$ cat src/rtl/multimode_register.sv
// -----------------------------------------------------------------------------
// multimode_register
//
// General-purpose storage / counter / shift element. A single register of
// nrOfBits bits runs one of eight operations on every enabled clock edge:
// hold, parallel load, shift left, shift right, rotate left, modulo count up,
// modulo count down and synchronous clear.
//
// Parameters
//   nrOfBits    register width (1..32)
//   invertClock 0 = update on rising edge of s_clock, 1 = on falling edge
//   maxValue    counter terminal value (<= 2^nrOfBits-1)
//   resetValue  value taken by q on reset and on CLEAR (<= maxValue)
//
// Ports
//   s_clock      in   register clock, active edge chosen by invertClock
//   reset        in   asynchronous, active-high reset (q = resetValue, carry = 0)
//   clockEnable  in   update enable
//   tick         in   global tick; update only when clockEnable & tick
//   mode         in   [2:0] operation select
//   d            in   [nrOfBits-1:0] parallel load data
//   serialIn     in   bit shifted in by SHL / SHR
//   q            out  [nrOfBits-1:0] register contents
//   carry        out  registered carry / terminal / shift-out flag
//   zero         out  combinational, high when q == 0
// -----------------------------------------------------------------------------
module multimode_register #(
  parameter int          nrOfBits    = 8,
  parameter int          invertClock = 0,
  parameter int unsigned maxValue    = 255,
  parameter int unsigned resetValue  = 0
) (
  input  logic                s_clock,
  input  logic                reset,
  input  logic                clockEnable,
  input  logic                tick,
  input  logic [2:0]          mode,
  input  logic [nrOfBits-1:0] d,
  input  logic                serialIn,
  output logic [nrOfBits-1:0] q,
  output logic                carry,
  output logic                zero
);

  typedef enum logic [2:0] {
    MODE_HOLD  = 3'b000,
    MODE_LOAD  = 3'b001,
    MODE_SHL   = 3'b010,
    MODE_SHR   = 3'b011,
    MODE_ROL   = 3'b100,
    MODE_UP    = 3'b101,
    MODE_DOWN  = 3'b110,
    MODE_CLEAR = 3'b111
  } mode_e;

  localparam logic [nrOfBits-1:0] max_q   = nrOfBits'(maxValue);
  localparam logic [nrOfBits-1:0] reset_q = nrOfBits'(resetValue);
  localparam logic [nrOfBits-1:0] one_q   = nrOfBits'(1);

  logic [nrOfBits-1:0] q_next;
  logic                carry_next;
  logic                update_en;
  logic [nrOfBits-1:0] serial_lsb;
  logic [nrOfBits-1:0] serial_msb;
  logic [nrOfBits-1:0] msb_lsb;

  assign update_en = clockEnable & tick;
  assign zero      = (q == '0);

  // Shift/rotate are built from whole-word shifts so that nrOfBits = 1
  // degenerates correctly: SHL/SHR give serialIn, ROL gives q unchanged.
  assign serial_lsb = nrOfBits'(serialIn);
  assign serial_msb = nrOfBits'(serialIn) << (nrOfBits - 1);
  assign msb_lsb    = nrOfBits'(q[nrOfBits-1]);

  // NOTE: every output of this block gets a default first so that no path
  // leaves a signal unassigned, which would otherwise infer a latch.
  always_comb begin
    q_next     = q;
    carry_next = 1'b0;
    case (mode_e'(mode))
      MODE_HOLD: ;
      MODE_LOAD: q_next = d;
      MODE_SHL: begin
        q_next     = (q << 1) | serial_lsb;
        carry_next = q[nrOfBits-1];
      end
      MODE_SHR: begin
        q_next     = (q >> 1) | serial_msb;
        carry_next = q[0];
      end
      MODE_ROL: begin
        q_next     = (q << 1) | msb_lsb;
        carry_next = q[nrOfBits-1];
      end
      MODE_UP: begin
        // q above maxValue (reachable by LOAD) wraps to 0 like the terminal value.
        if (q >= max_q) begin
          q_next     = '0;
          carry_next = 1'b1;
        end else begin
          q_next = q + one_q;
        end
      end
      MODE_DOWN: begin
        if (q == '0) begin
          q_next     = max_q;
          carry_next = 1'b1;
        end else begin
          q_next = q - one_q;
        end
      end
      MODE_CLEAR: q_next = reset_q;
      default: ;
    endcase
  end

  // Only one of the two branches is elaborated, so q and carry have a single
  // driver whichever clock edge is selected.
  if (invertClock != 0) begin : g_fall_edge
    // NOTE: state registers use non-blocking assignments so every flop samples
    // the pre-edge values, independent of process ordering.
    always_ff @(negedge s_clock or posedge reset) begin
      if (reset) begin
        q     <= reset_q;
        carry <= 1'b0;
      end else if (update_en) begin
        q     <= q_next;
        carry <= carry_next;
      end
    end
  end else begin : g_rise_edge
    always_ff @(posedge s_clock or posedge reset) begin
      if (reset) begin
        q     <= reset_q;
        carry <= 1'b0;
      end else if (update_en) begin
        q     <= q_next;
        carry <= carry_next;
      end
    end
  end

endmodule

$ cat config.mk
export PLATFORM = sky130hd
export DESIGN_NAME = multimode_register
export DESIGN_NICKNAME = d
export VERILOG_FILES = /design/src/rtl/multimode_register.sv
export SDC_FILE = /design/constraint.sdc
export NUM_CORES = 1
export LEC_CHECK = 0
export BUFFER_PORTS_ARGS = -buffer_cell sky130_fd_sc_hd__buf_2
export CAP_MARGIN = 5
export CORE_UTILIZATION = 34
export CTS_CLUSTER_DIAMETER = 30
export DETAILED_ROUTE_END_ITERATION = 7
export GPL_TIMING_DRIVEN = 0
export PLACE_DENSITY = 0.62
export REMOVE_ABC_BUFFERS = 1
export SETUP_SLACK_MARGIN = 0.3
export SLEW_MARGIN = 20
export SYNTH_ARGS = -nofsm -noshare
export SYNTH_HDL_FRONTEND = slang
export SYNTH_SLANG_ARGS = --single-unit
$ cat constraint.sdc
create_clock -name s_clock -period 2.2 [get_ports s_clock]
set_clock_uncertainty 0.1 [all_clocks]
set_input_delay 0.44 -clock s_clock [delete_from_list [all_inputs] [get_ports s_clock]]
set_output_delay 0.44 -clock s_clock [all_outputs]
set_load 0.03 [all_outputs]
---- Word-level counts from Yosys, hierarchy flattened ----
Index checks and enable logic that the tools add are counted.
word-level totals
  register bits after elaboration ......... 9
  input port bits ......................... 16
  output and inout bits ................... 10
  logic and storage cells ................. 26
operators by class
  $add $sub $neg .......................... 2
  $lt $le $gt $ge ......................... 1
  equality and inequality tests ........... 7
  muxes and demuxes ....................... 6
  bitwise operators ....................... 4
  reductions and logical operators ........ 4
operators with widths
  kind                                                                    number
  8-bit one-hot mux with 7 select lines                                   1
  8-bit two-way mux                                                       2
  8-bit by 1-bit bitwise OR with 8-bit output                             2
  3-bit equality test (second input constant)                             4
  8-bit by 1-bit adder with 8-bit output (second input constant)          1
  8-bit >= comparator (second input constant)                             1
  8-bit zero test                                                         1
  7-bit by 8-bit bitwise OR with 8-bit output                             1
  8-bit by 1-bit subtractor with 8-bit output (second input constant)     1
  7-bit nonzero test                                                      1
  3-bit by 2-bit equality test with 1-bit output (second input constant)  2
  1-bit one-hot mux with 4 select lines                                   1
  3-bit by 1-bit equality test with 1-bit output (second input constant)  1
  1-bit two-way mux                                                       2
  2-bit AND reduction                                                     1
  2-bit OR reduction                                                      1
  1-bit bitwise AND                                                       1

---- Depth between registers and ports, before layout ----
Gate-level depths: netlist of run 1.
  depth after elaboration ................. 3
  depth in mapped cells ................... 7

---- Least setup slack after synthesis of run 1 ----
Ideal clock, no wire load.
  kind .................................... flip-flop to output port
  start ................................... register q[0]
  end ..................................... output port zero
  data arrival time ....................... 1.577 ns
  required time ........................... 1.660 ns
  setup slack ............................. 0.083 ns
  stages on the path, launching flop included .. 6
  buffers on the path ..................... 1
  cell sequence ........................... dfrtp_1 -> clkbuf_2 -> inv_1 -> ha_1 -> or3b_1 -> nor2_4
between the ends
  longest elaborated chain between the ends .. 1
ends and longest elaborated chain
  item                    line  RTL
  start, declared         40    output logic [nrOfBits-1:0] q,
  start signal, assigned  135   q <= reset_q;
  start signal, assigned  138   q <= q_next;
  8-bit zero test         68    assign zero = (q == '0);
  end, declared           42    output logic zero
Every way passes these cells.

---- Worst setup path after layout of run 1 ----
  start ................................... register q[1]
  end ..................................... output port zero
The elaborated chain is that of the path after synthesis.

==> results.md, run 1 <==
- The floorplan step set the die height to 59.68 µm.
- After technology mapping, the gate count stands at between 150 and 200.
- The initial utilization of the core area, before any placement, comes to 0.3645.
- Entering global routing, the biggest net connects 23 pins.
- The worst-case clock buffer depth is 2.
- The maximum net fanout on the critical path is 2.
- Headroom to the max-slew limit came out at 0.7422.
- Summing every instance area after synthesis gives about 1100 µm².
- In the global route stage, overall resource usage came out at 0.2231.
- The antenna diode count is 0.
- The shortest period the worst path allows is approximately 2100 ps.
- The max-capacitance violation count is 0.
- For the pin with the worst max-slew slack, the measured transition is slightly below 400 ps.
- The number of buffer and inverter stages on the critical path is 2.
- The total power per unit cell area is 698.4 nW/µm².
- The arrival time of data at the critical path endpoint is 1570 ps.
- The worst register-to-register path has a setup slack of ~340 ps.
- The detail-routed net length per standard cell is roughly 17 µm.
- In this design, the stage delay of the slowest critical-path cell is 430 ps.
- 26 I/O pins were placed.
- The die is 59.68 µm wide.
- The CTS tree is done.
- The startpoint identified for the worst register-to-register timing path is q[1]$_DFFE_PP0P_.
- The cts-stage hold buffer count is 0.
- For this run, the leading register cell type out of synthesis is dfrtp_1.
- Setup violations remaining at the end of the flow were counted as 0.
- The fraction of the cycle the final worst path needs is 0.9579.
- In this run the remaining antenna-violating nets after routing total 0.
- After clock tree synthesis, the clock-pin slew on the worst setup and hold paths is 80 ps.
- The peak supply drop is about 0.16 mV.
- In this run the tool buffered the top-level ports with 25 buffer cells.
- Summed over all layers, the routed wires come to 3.694 mm.
- Summed over all layers, the global routing overflow is 0.
- The final-layout worst hold slack is 15.18 ps.
- On the critical path the largest part of the delay comes from simple AND/OR/NAND/NOR gates.
- The count of flip-flops with a built-in enable after synthesis is 0.
- The signal on the critical path passes through inv_2, ha_4, or3b_4, nor2_4, buf_6.
- The critical path runs through a total of 5 cells.
- The number of synthesized register bits is 9.
- STA classifies the critical path startpoint as a flop.
- The endpoint of the most critical setup path is zero.
- Data on the critical path is required at its endpoint by between 1500 and 2000 ps.
- The overall die area is roughly 3600 µm².
- In this run, distinct cell masters in the synthesized netlist total 53.
- For this run, design rule violations remaining after detail routing come to 0.
- The area growth from synthesis to layout is 21.24%.
- The post-layout net count is ~200.
- The number of antenna violations at the first check in global routing is 0.
- Detailed placement finished with a half-perimeter wire length of 2.418 mm.
- Based on the critical path, the design can be clocked at up to ~470 MHz.
- In the final layout, the share of cells above drive strength 1 is 0.3315.
- The weighted congestion at the end of routability-driven global placement is between 0.9 and 1.
- The final count of pins violating max slew was 0.
- The cell with the largest stage delay on the worst path is dfrtp_2.
- Each instance of the synthesized netlist takes up on average roughly 7.3 µm².
- The total via count after detailed routing is 1349.
- The destination of the worst register-to-register timing path is q[5]$_DFFE_PP0P_.
- The worst hold path belongs to the class primary input to asynchronous set/reset pin.
- The number of placed instances, taps included is about 210.
- The floorplan has 20 rows.
- The share of async-settable or async-resettable flops after synthesis is 1.000.
- The critical path capture point type is an output port.
- The detailed router's first-iteration violation count is approximately 140.
- The summed negative setup slack over all endpoints is 0 ps.
- By startpoint and endpoint, the worst setup path is classified as flop to output port.
- The fraction of the yosys area taken by sequential cells is 0.1991.
- The Yosys step of the flow raised 0 warnings.
- Counting every sink on the clock net gives 9.
- The routed via count divided by cell count is ~6.1.
- The core box area is between 3000 and 4000 µm².
- The depth of the worst register-to-register path is 7.
- The total CTS buffers is 3.
- The number of H-tree levels is 1.
- The root buffer cell chosen for the clock tree is clkbuf_4.
- The via count of the first global-routing pass is approximately 1200.
- The first global-routing pass estimated approximately 6 mm of wire.
- Setup repair after global routing could not meet its margin everywhere.
- The launching element of the worst setup path is q[1]$_DFFE_PP0P_.
- The run finished with clean final reports.
- The leakage power of the design is between 0.5 and 0.6 nW.
- The clock network latency to the later pin of the worst-skew pair is roughly 280 ps.
- The count of cells in the finished layout, fillers not included, comes to ~220.
- The count of endpoints failing hold in the final timing report was 0.
- The first detailed-routing pass ran for 5 iterations.
cell families after synthesis:
group	Yosys count	share of synthesized area
AO/OA/AOI/OAI	58	0.3418
XOR/XNOR	3	0.02323
adder cells (fa/ha/maj)	4	0.04204
buffers and inverters	23	0.09291
flip-flops	9	0.1991
multiplexers	1	0.008850
AND/OR/NAND/NOR	57	0.2920
synthesized netlist by cell type (2+ instances only):
cell type | instances | area (µm²)
a21o_1 | 2 | 15.01
or2_2 | 3 | 18.77
a41oi_1 | 3 | 26.28
o21ai_0 | 10 | 50.05
o22ai_1 | 5 | 31.28
nand2b_1 | 5 | 31.28
buf_2 | 7 | 35.03
nand3b_1 | 2 | 15.01
dfrtp_1 | 9 | 225.2
buf_4 | 2 | 15.01
nor3_1 | 8 | 40.04
o211ai_1 | 3 | 22.52
nand3_1 | 7 | 35.03
a31oi_1 | 6 | 37.54
and3_1 | 2 | 12.51
inv_1 | 8 | 30.03
clkbuf_1 | 4 | 15.01
ha_1 | 3 | 37.54
nand4_1 | 2 | 12.51
nand2_1 | 11 | 41.29
a211oi_1 | 3 | 22.52
a21oi_1 | 12 | 60.06
a2bb2oi_1 | 2 | 17.52
nor2_1 | 5 | 18.77
xor2_1 | 2 | 17.52
clkbuf_2 | 2 | 10.01
through the flow:
stage / utilization / total power, mW / area [µm²] / setup WS (ps)
after global placement: 0.3984 / 0.7253 / 1236 / 60.17
after detailed placement: 0.3984 / 0.7300 / 1236 / -5.802
final: 0.4419 / 0.9578 / 1371 / 92.64
after global routing: 0.4419 / 1.021 / 1371 / 63.11
after floorplan: - / 0.5804 / 1056 / 152.7
after CTS: 0.4407 / 0.9415 / 1368 / 118.3
cell usage in the layout, fill, tap and decap left out, types with 6 or more instances in the layout:
| cell | instances |
|---|---|
| a21oi_1 | 12 |
| buf_4 | 9 |
| nor3_1 | 8 |
| inv_1 | 6 |
| nand2_1 | 11 |
| buf_2 | 24 |
| dfrtp_2 | 8 |
| a31oi_1 | 6 |
| nand3_1 | 7 |
| o21ai_0 | 9 |
registers in the layout, summed over array words and instances, names as in the netlist:
register  cells
carry         1
q             8
per-layer routing:
metal  vias to the layer above  routed length (µm)  global-route usage
li1                        636                   -                   -
met1                       611                1492              0.3183
met2                        91                1789              0.3460
met3                        11                 333             0.02814
met4                         0                  78             0.07309
met5                         -                   0                   0
cell type report:
cell class                 instances  area (µm²)
sequential                         9       235.2
inverter                           8       30.03
fill                             329        1732
multi-input combinational        123       825.8
timing repair buffer              34       198.9
clock buffer                       4       26.28
tap                               44       55.05
worst min-delay path by stage:
stage,from,end,cells past startpoint
global placement,reset,q[5]$_DFFE_PP0P_,2
detailed placement,reset,carry$_DFFE_PP0P_,2
finish,reset,q[5]$_DFFE_PP0P_,2
global route,reset,q[5]$_DFFE_PP0P_,2
floorplan,reset,carry$_DFFE_PP0P_,1
CTS,reset,q[7]$_DFFE_PP0P_,2
power breakdown:
part	internal, mW	total (mW)	switching [mW]
combinational	0.204	0.532	0.329
clock	0.0703	0.141	0.0712
sequential	0.207	0.284	0.0768
total	0.481	0.958	0.477
what timing repair did:
action | 4_1_cts | 5_1_grt
resized for setup | 15 | 4
endpoints found under the setup margin | 7 | 8
pin swaps | 2 | 1
gates cloned | 0 | 0
buffers inserted | 9 | 0
Note: power is estimated with default switching activity, not from simulation.
==> run 2, diff against run 1 <==
--- a/config.mk
+++ b/config.mk
@@ -11,6 +11,7 @@
 export CTS_CLUSTER_DIAMETER = 30
 export DETAILED_ROUTE_END_ITERATION = 7
 export GPL_TIMING_DRIVEN = 0
+export HOLD_SLACK_MARGIN = 0.05
 export PLACE_DENSITY = 0.62
 export REMOVE_ABC_BUFFERS = 1
 export SETUP_SLACK_MARGIN = 0.3
==> results.md, run 2 (synthesis gave the netlist of run 1 again) <==
- The starting density of the core is 0.3645 (unchanged).
- TritonCTS built the clock tree.
- The final worst-path setup slack is 96.79 ps (+4.143 ps).
- The via count of the first global-routing pass was 1174 (unchanged).
- The CTS clock-pin slew for the worst setup and hold paths is 80 ps (about the same).
- The worst hold path belongs to the class primary input to flop.
- The total via count after detailed routing was 1363 (+1.0%).
- The clock sink count is 9 (unchanged).
- The global-route congestion overflow total is 0 (unchanged).
- The maximum net fanout on the critical path was 2 (unchanged).
- The weighted congestion at the end of routability-driven global placement is 0.9022 (unchanged).
- The worst-case clock buffer depth is 2 (unchanged).
- The filler cell count in the final layout came to 328 (-0.30%).
- The arrival time of data at the critical path endpoint came to 1560 ps (about the same).
- The final routed DRC violation total was 0 (unchanged).
- The critical path is of the flop to output port type.
- The critical path capture point type is an output port.
- STA classifies the critical path startpoint as a flop.
- The count of endpoints failing hold in the final timing report came to 0 (unchanged).
- The fraction of the cycle the final worst path needs was 0.9560 (-0.001883).
- The clock network latency to the later pin of the worst-skew pair was 280 ps (about the same).
- The number of antenna violations at the first check in global routing is 0 (unchanged).
- The headroom to the max-slew limit is 0.7414 (-0.0008530).
- The core box area is 3103 µm² (unchanged).
- The max-capacitance violation count came to 0 (unchanged).
- The routed via count divided by cell count was 6.112 (+0.58%).
- The most common cell after layout, fill and taps aside is buf_2.
- The estimated wirelength of the detail-placed design came to 2.418 mm (unchanged).
- The flip-flop count of the largest register, all copies and words added is 8 (unchanged).
- The number of nets with antenna violations after detailed routing is 0 (unchanged).
- The number of H-tree levels is 1 (unchanged).
- The maximum achievable frequency is 475.5 MHz (+0.20%).
- Setup repair after global routing could not meet its margin everywhere.
- The final-layout worst hold slack was 381.3 ps (+366.1 ps).
- The setup-violating endpoint count in the final report is 0 (unchanged).
- The final instance area came to 1381 µm² (+0.73%).
- The detail-routed net length per standard cell is 16.42 µm (-1.3%).
- The total CTS buffers is 3 (unchanged).
- Compared with the post-synthesis result, the final layout area differs by 22.12%.
- More flip-flops sit in one register than any other, and that register is q.
- The largest net degree at the start of global routing is 23 (unchanged).
- The standard cell area after detailed placement is 1236 µm² (unchanged).
- The port buffer count came to 25 (unchanged).
- The total power per unit cell area is 691.7 nW/µm² (-0.97%).
- The total power consumption of the routed design is 955.4 µW (-0.25%).
- The number of ports placed on the die boundary is 26 (unchanged).
- The layout cell share with drive strength beyond 1 is 0.3296 (-0.001852).
- The peak supply drop is 0.1545 mV (-1.8%).
- In the final layout, the registers with the most flip-flops are q: 8 flops, carry: 1 flops.
- The global-route wire length before repair was 5.989 mm (unchanged).
- The post-layout net count came to 199 (+0.51%).
- The transition at the pin with the smallest max-transition slack came to 385.6 ps (+1.272 ps).
- The wire length reported by the detailed router is 3.661 mm (-0.89%).
- The clock tree root buffer cell is clkbuf_4.
- The die boundary width is 59.68 µm (unchanged).
- The library cells used most frequently in the layout, excluding fill and tap cells, are buf_2, a21oi_1, nand2_1.
- The summed negative setup slack over all endpoints came to 0 ps (unchanged).
- The vertical die dimension is 59.68 µm (unchanged).
- The antenna diode count came to 0 (unchanged).
- The worst setup timing slack at the placement stage is -5.802 ps (unchanged).
- The overall die area is 3561 µm² (unchanged).
- The cell row count is 20 (unchanged).
- The worst endpoint required time is 1660 ps (about the same).
- The leakage power of the design is 0.5382 nW (+0.78%).
- The length of the first detailed-routing pass in iterations came to 5 (unchanged).
- The overall fraction of global-route tracks in use is 0.2231 (unchanged).
- The flow ran to the end, and the final reports show no timing, DRC or antenna violations.
- The final count of pins violating max slew is 0 (unchanged).
- The shortest period the worst path allows is 2103 ps (-4.143 ps).
- The detailed router's first-iteration violation count came to 144 (+5.1%).
==> run 2: changes by cell type in the layout (fill, tap and decap cells not counted) <==
cell,previous run,this run
dlygate4sd3_1,0,1
==> run 2: timing repair <==
action | in CTS | in global routing
setup buffers | 9 | 0
resized for setup | 15 | 4
endpoints found under the setup margin | 7 | 8
endpoints found under the hold margin | 9 | 0
pin swaps | 2 | 1
hold buffers | 1 | 0
gates cloned | 0 | 0
==> run 2: worst paths after layout <==
check	start	end	slack, ps	cells after the start
setup / recovery	q[1]$_DFFE_PP0P_	zero	100	5
hold / removal	d[7]	q[7]$_DFFE_PP0P_	380	3
setup reg to reg	q[1]$_DFFE_PP0P_	q[5]$_DFFE_PP0P_	350	7
hold reg to reg	carry$_DFFE_PP0P_	carry$_DFFE_PP0P_	390	2
max in group asynchronous	reset	q[2]$_DFFE_PP0P_	1120	3
min in group asynchronous	reset	q[5]$_DFFE_PP0P_	570	3
==> run 2: area by class of cell <==
class	count	area, µm²	area share
Tap cell	44	55.05	0.03986
Timing Repair Buffer	35	209.0	0.1513
Clock buffer	4	26.28	0.01902
Multi-Input combinational cell	123	825.8	0.5978
Inverter	8	30.03	0.02174
Sequential cell	9	235.2	0.1703
==> run 2: critical path: stages (launching register included) <==
cell	delay, ps
dfrtp_2	430
inv_2	90
ha_4	140
or3b_4	390
nor2_4	110
buf_6	140
==> run 2: routing by layer <==
layer / up-vias / track usage / wire, µm
met3: 15 / 0.02814 / 306
li1: 638 / - / -
met5: - / 0 / 0
met1: 631 / 0.3183 / 1502
met4: 0 / 0.07309 / 109
met2: 79 / 0.3460 / 1743
==> run 2: where the power goes <==
group / internal (mW) / switching [mW]
Combinational: 0.205 / 0.328
Clock: 0.0701 / 0.0684
Sequential: 0.207 / 0.0767
Total: 0.482 / 0.473
==> run 2: through the flow <==
| stage | std cells | util |
|---|---|---|
| after floorplan | 140 | - |
| after global placement | 209 | 0.3984 |
| after detailed placement | 209 | 0.3984 |
| after CTS | 223 | 0.4440 |
| after global routing | 223 | 0.4452 |
| final | 223 | 0.4452 |
==> run 3, diff against run 2 <==
==> constraint.sdc (replaced) <==
create_clock -name s_clock -period 2.2 [get_ports s_clock]
set_clock_uncertainty 0.1 [all_clocks]
set_input_delay 0.44 -clock s_clock [delete_from_list [all_inputs] [get_ports s_clock]]
set_output_delay 0.44 -clock s_clock [all_outputs]
set_load 0.005 [all_outputs]
==> results.md, run 3 (synthesis gave the netlist of run 1 again) <==
- The worst setup path is of the flop to output port kind.
- The fraction of the cycle the final worst path needs is 0.9389 (-0.01713).
- Traced cell by cell, the critical path runs through inv_2, ha_4, or3b_4, nor2_4, buf_2.
- q holds more flip-flops than any other register.
- The total power per unit cell area came to 643.8 nW/µm² (-6.9%).
- The headroom to the max-slew limit is 0.7335 (-0.007897).
- The overall die area is 3561 µm² (unchanged).
- The number of ports placed on the die boundary was 26 (unchanged).
- The wire length reported by the detailed router came to 3.702 mm (+1.1%).
- Leaving out fill and tap cells, the most frequent cells in the layout are buf_2, a21oi_1, nand2_1.
- The leakage power of the design is 0.5377 nW (-0.10%).
- The clock sink count came to 9 (unchanged).
- The clock network latency to the later pin of the worst-skew pair is 280 ps (about the same).
- The worst min-delay path class is primary input to flop.
- The number of antenna violations at the first check in global routing is 0 (unchanged).
- The global-route wire length before repair is 6.009 mm (+0.33%).
- The length of the first detailed-routing pass in iterations is 5 (unchanged).
- The worst setup path is captured at an output port.
- The hold path startpoint is d[7].
- The count of endpoints failing hold in the final timing report was 0 (unchanged).
- The estimated wirelength of the detail-placed design is 2.418 mm (unchanged).
- The maximum achievable frequency is 484.1 MHz (+1.8%).
- The worst endpoint required time was 1660 ps (about the same).
- Setup repair after global routing could not meet its margin everywhere.
- The post-layout net count was 199 (unchanged).
- The number of H-tree levels is 1 (unchanged).
- The startpoint identified for the worst register-to-register timing path is q[1]$_DFFE_PP0P_.
- The arrival time of data at the critical path endpoint is 1530 ps (-30 ps).
- The max-capacitance violation count is 0 (unchanged).
- The via count of the first global-routing pass is 1158 (-1.4%).
- The layout cell share with drive strength beyond 1 is 0.3296 (unchanged).
- The summed negative setup slack over all endpoints is 0 ps (unchanged).
- The overall fraction of global-route tracks in use is 0.2244 (+0.001357).
- In the final layout, the registers with the most flip-flops are q: 8 flops, carry: 1 flops.
- Compared with the post-synthesis result, the final layout area differs by 21.57%.
- The flip-flop count of the largest register, all copies and words added is 8 (unchanged).
- The final routed DRC violation total is 0 (unchanged).
- The weighted congestion at the end of routability-driven global placement came to 0.9022 (unchanged).
- The peak per-stage delay on the critical path is 430 ps (about the same).
- The peak supply drop is 0.1544 mV (about the same).
- Leaving out fill and tap cells, the most frequent cell in the layout is buf_2.
- The vertical die dimension is 59.68 µm (unchanged).
- The die boundary width was 59.68 µm (unchanged).
- The CTS clock-pin slew for the worst setup and hold paths is 80 ps (about the same).
- The core box area is 3103 µm² (unchanged).
- The largest net degree at the start of global routing is 23 (unchanged).
- Tracing the worst setup path back leads to its startpoint at q[1]$_DFFE_PP0P_.
- The detail-routed net length per standard cell is 16.60 µm (+1.1%).
- The startpoint kind of the worst setup timing path is a flop.
- The global-route congestion overflow total was 0 (unchanged).
- The cell row count is 20 (unchanged).
- The port buffer count is 25 (unchanged).
- The transition at the pin with the smallest max-transition slack was 397.4 ps (+11.77 ps).
- The run finished with clean final reports.
- The total via count after detailed routing came to 1380 (+1.2%).
- The shortest period the worst path allows is 2066 ps (-37.69 ps).
- The number of nets with antenna violations after detailed routing is 0 (unchanged).
- TritonCTS built the clock tree.
- The final count of pins violating max slew was 0 (unchanged).
- The filler cell count in the final layout is 329 (+0.30%).
- The detailed router's first-iteration violation count is 111 (-23%).
- The worst-case clock buffer depth is 2 (unchanged).
- The total CTS buffers is 3 (unchanged).
- The antenna diode count was 0 (unchanged).
- The setup-violating endpoint count in the final report is 0 (unchanged).
- The routed via count divided by cell count came to 6.188 (+1.2%).
- The final-layout worst hold slack was 378.0 ps (-3.335 ps).
- The total power consumption of the routed design is 885.3 µW (-7.3%).
- The largest individual stage delay along the critical path comes from the cell dfrtp_2.
- The starting density of the core is 0.3645 (unchanged).
- The maximum net fanout on the critical path was 2 (unchanged).
- The clock tree root buffer cell is clkbuf_4.
-- run 3: changes by cell type in the layout (fill, tap and decap cells not counted) --
cell,before,now
buf_2,24,25
buf_6,1,0
o21ai_0,9,8
o21ai_1,1,2
-- run 3: final timing paths --
| path | depth (start not counted) | slack (ps) | endpoint |
|---|---|---|---|
| max | 5 | 130 | zero |
| min | 3 | 380 | q[7]$_DFFE_PP0P_ |
| max reg2reg | 7 | 340 | q[5]$_DFFE_PP0P_ |
| min reg2reg | 2 | 390 | carry$_DFFE_PP0P_ |
| max in group asynchronous | 3 | 1110 | q[1]$_DFFE_PP0P_ |
| min in group asynchronous | 3 | 570 | q[5]$_DFFE_PP0P_ |
-- run 3: critical path: cells and delay by family, from the launching register on --
family	cells	cell delay, ps
AND/OR/NAND/NOR	2	490
adder cells (fa/ha/maj)	1	140
flip-flops	1	430
buffers and inverters	2	200
-- run 3: metrics by stage --
step | utilization | worst slack (ps) | area (µm²) | cells
floorplan | - | 393.2 | 1056 | 140
global placement | 0.3984 | 144.7 | 1236 | 209
detailed placement | 0.3984 | 78.83 | 1236 | 209
CTS | 0.4419 | 153.5 | 1371 | 223
global route | 0.4431 | 96.18 | 1375 | 223
finish | 0.4431 | 134.5 | 1375 | 223
-- run 3: area by class of cell --
cell class	instances	area, µm²	share of cell area
Tap cell	44	55.05	0.04004
Inverter	8	30.03	0.02184
Clock buffer	4	26.28	0.01911
Multi-Input combinational cell	123	825.8	0.6005
Sequential cell	9	235.2	0.1711
Timing Repair Buffer	35	202.7	0.1474
-- run 3: timing repair --
| action | CTS | global route |
|---|---|---|
| endpoints found under the hold margin | 9 | 0 |
| setup endpoints to repair | 7 | 8 |
| pin swaps | 2 | 1 |
| resized for setup | 13 | 5 |
| setup buffers | 9 | 0 |
| hold buffers | 1 | 0 |
-- run 3: power by group --
part	switching (mW)	total [mW]	internal (mW)
Clock	0.0686	0.139	0.0702
Sequential	0.0780	0.285	0.207
Combinational	0.257	0.461	0.204
-- run 3: metal layers --
metal | vias to the layer above | global-route usage | wire length (µm)
li1 | 643 | - | -
met1 | 630 | 0.3223 | 1526
met2 | 93 | 0.3476 | 1742
met3 | 14 | 0.02597 | 324
met4 | 0 | 0.07309 | 109
met5 | - | 0 | 0
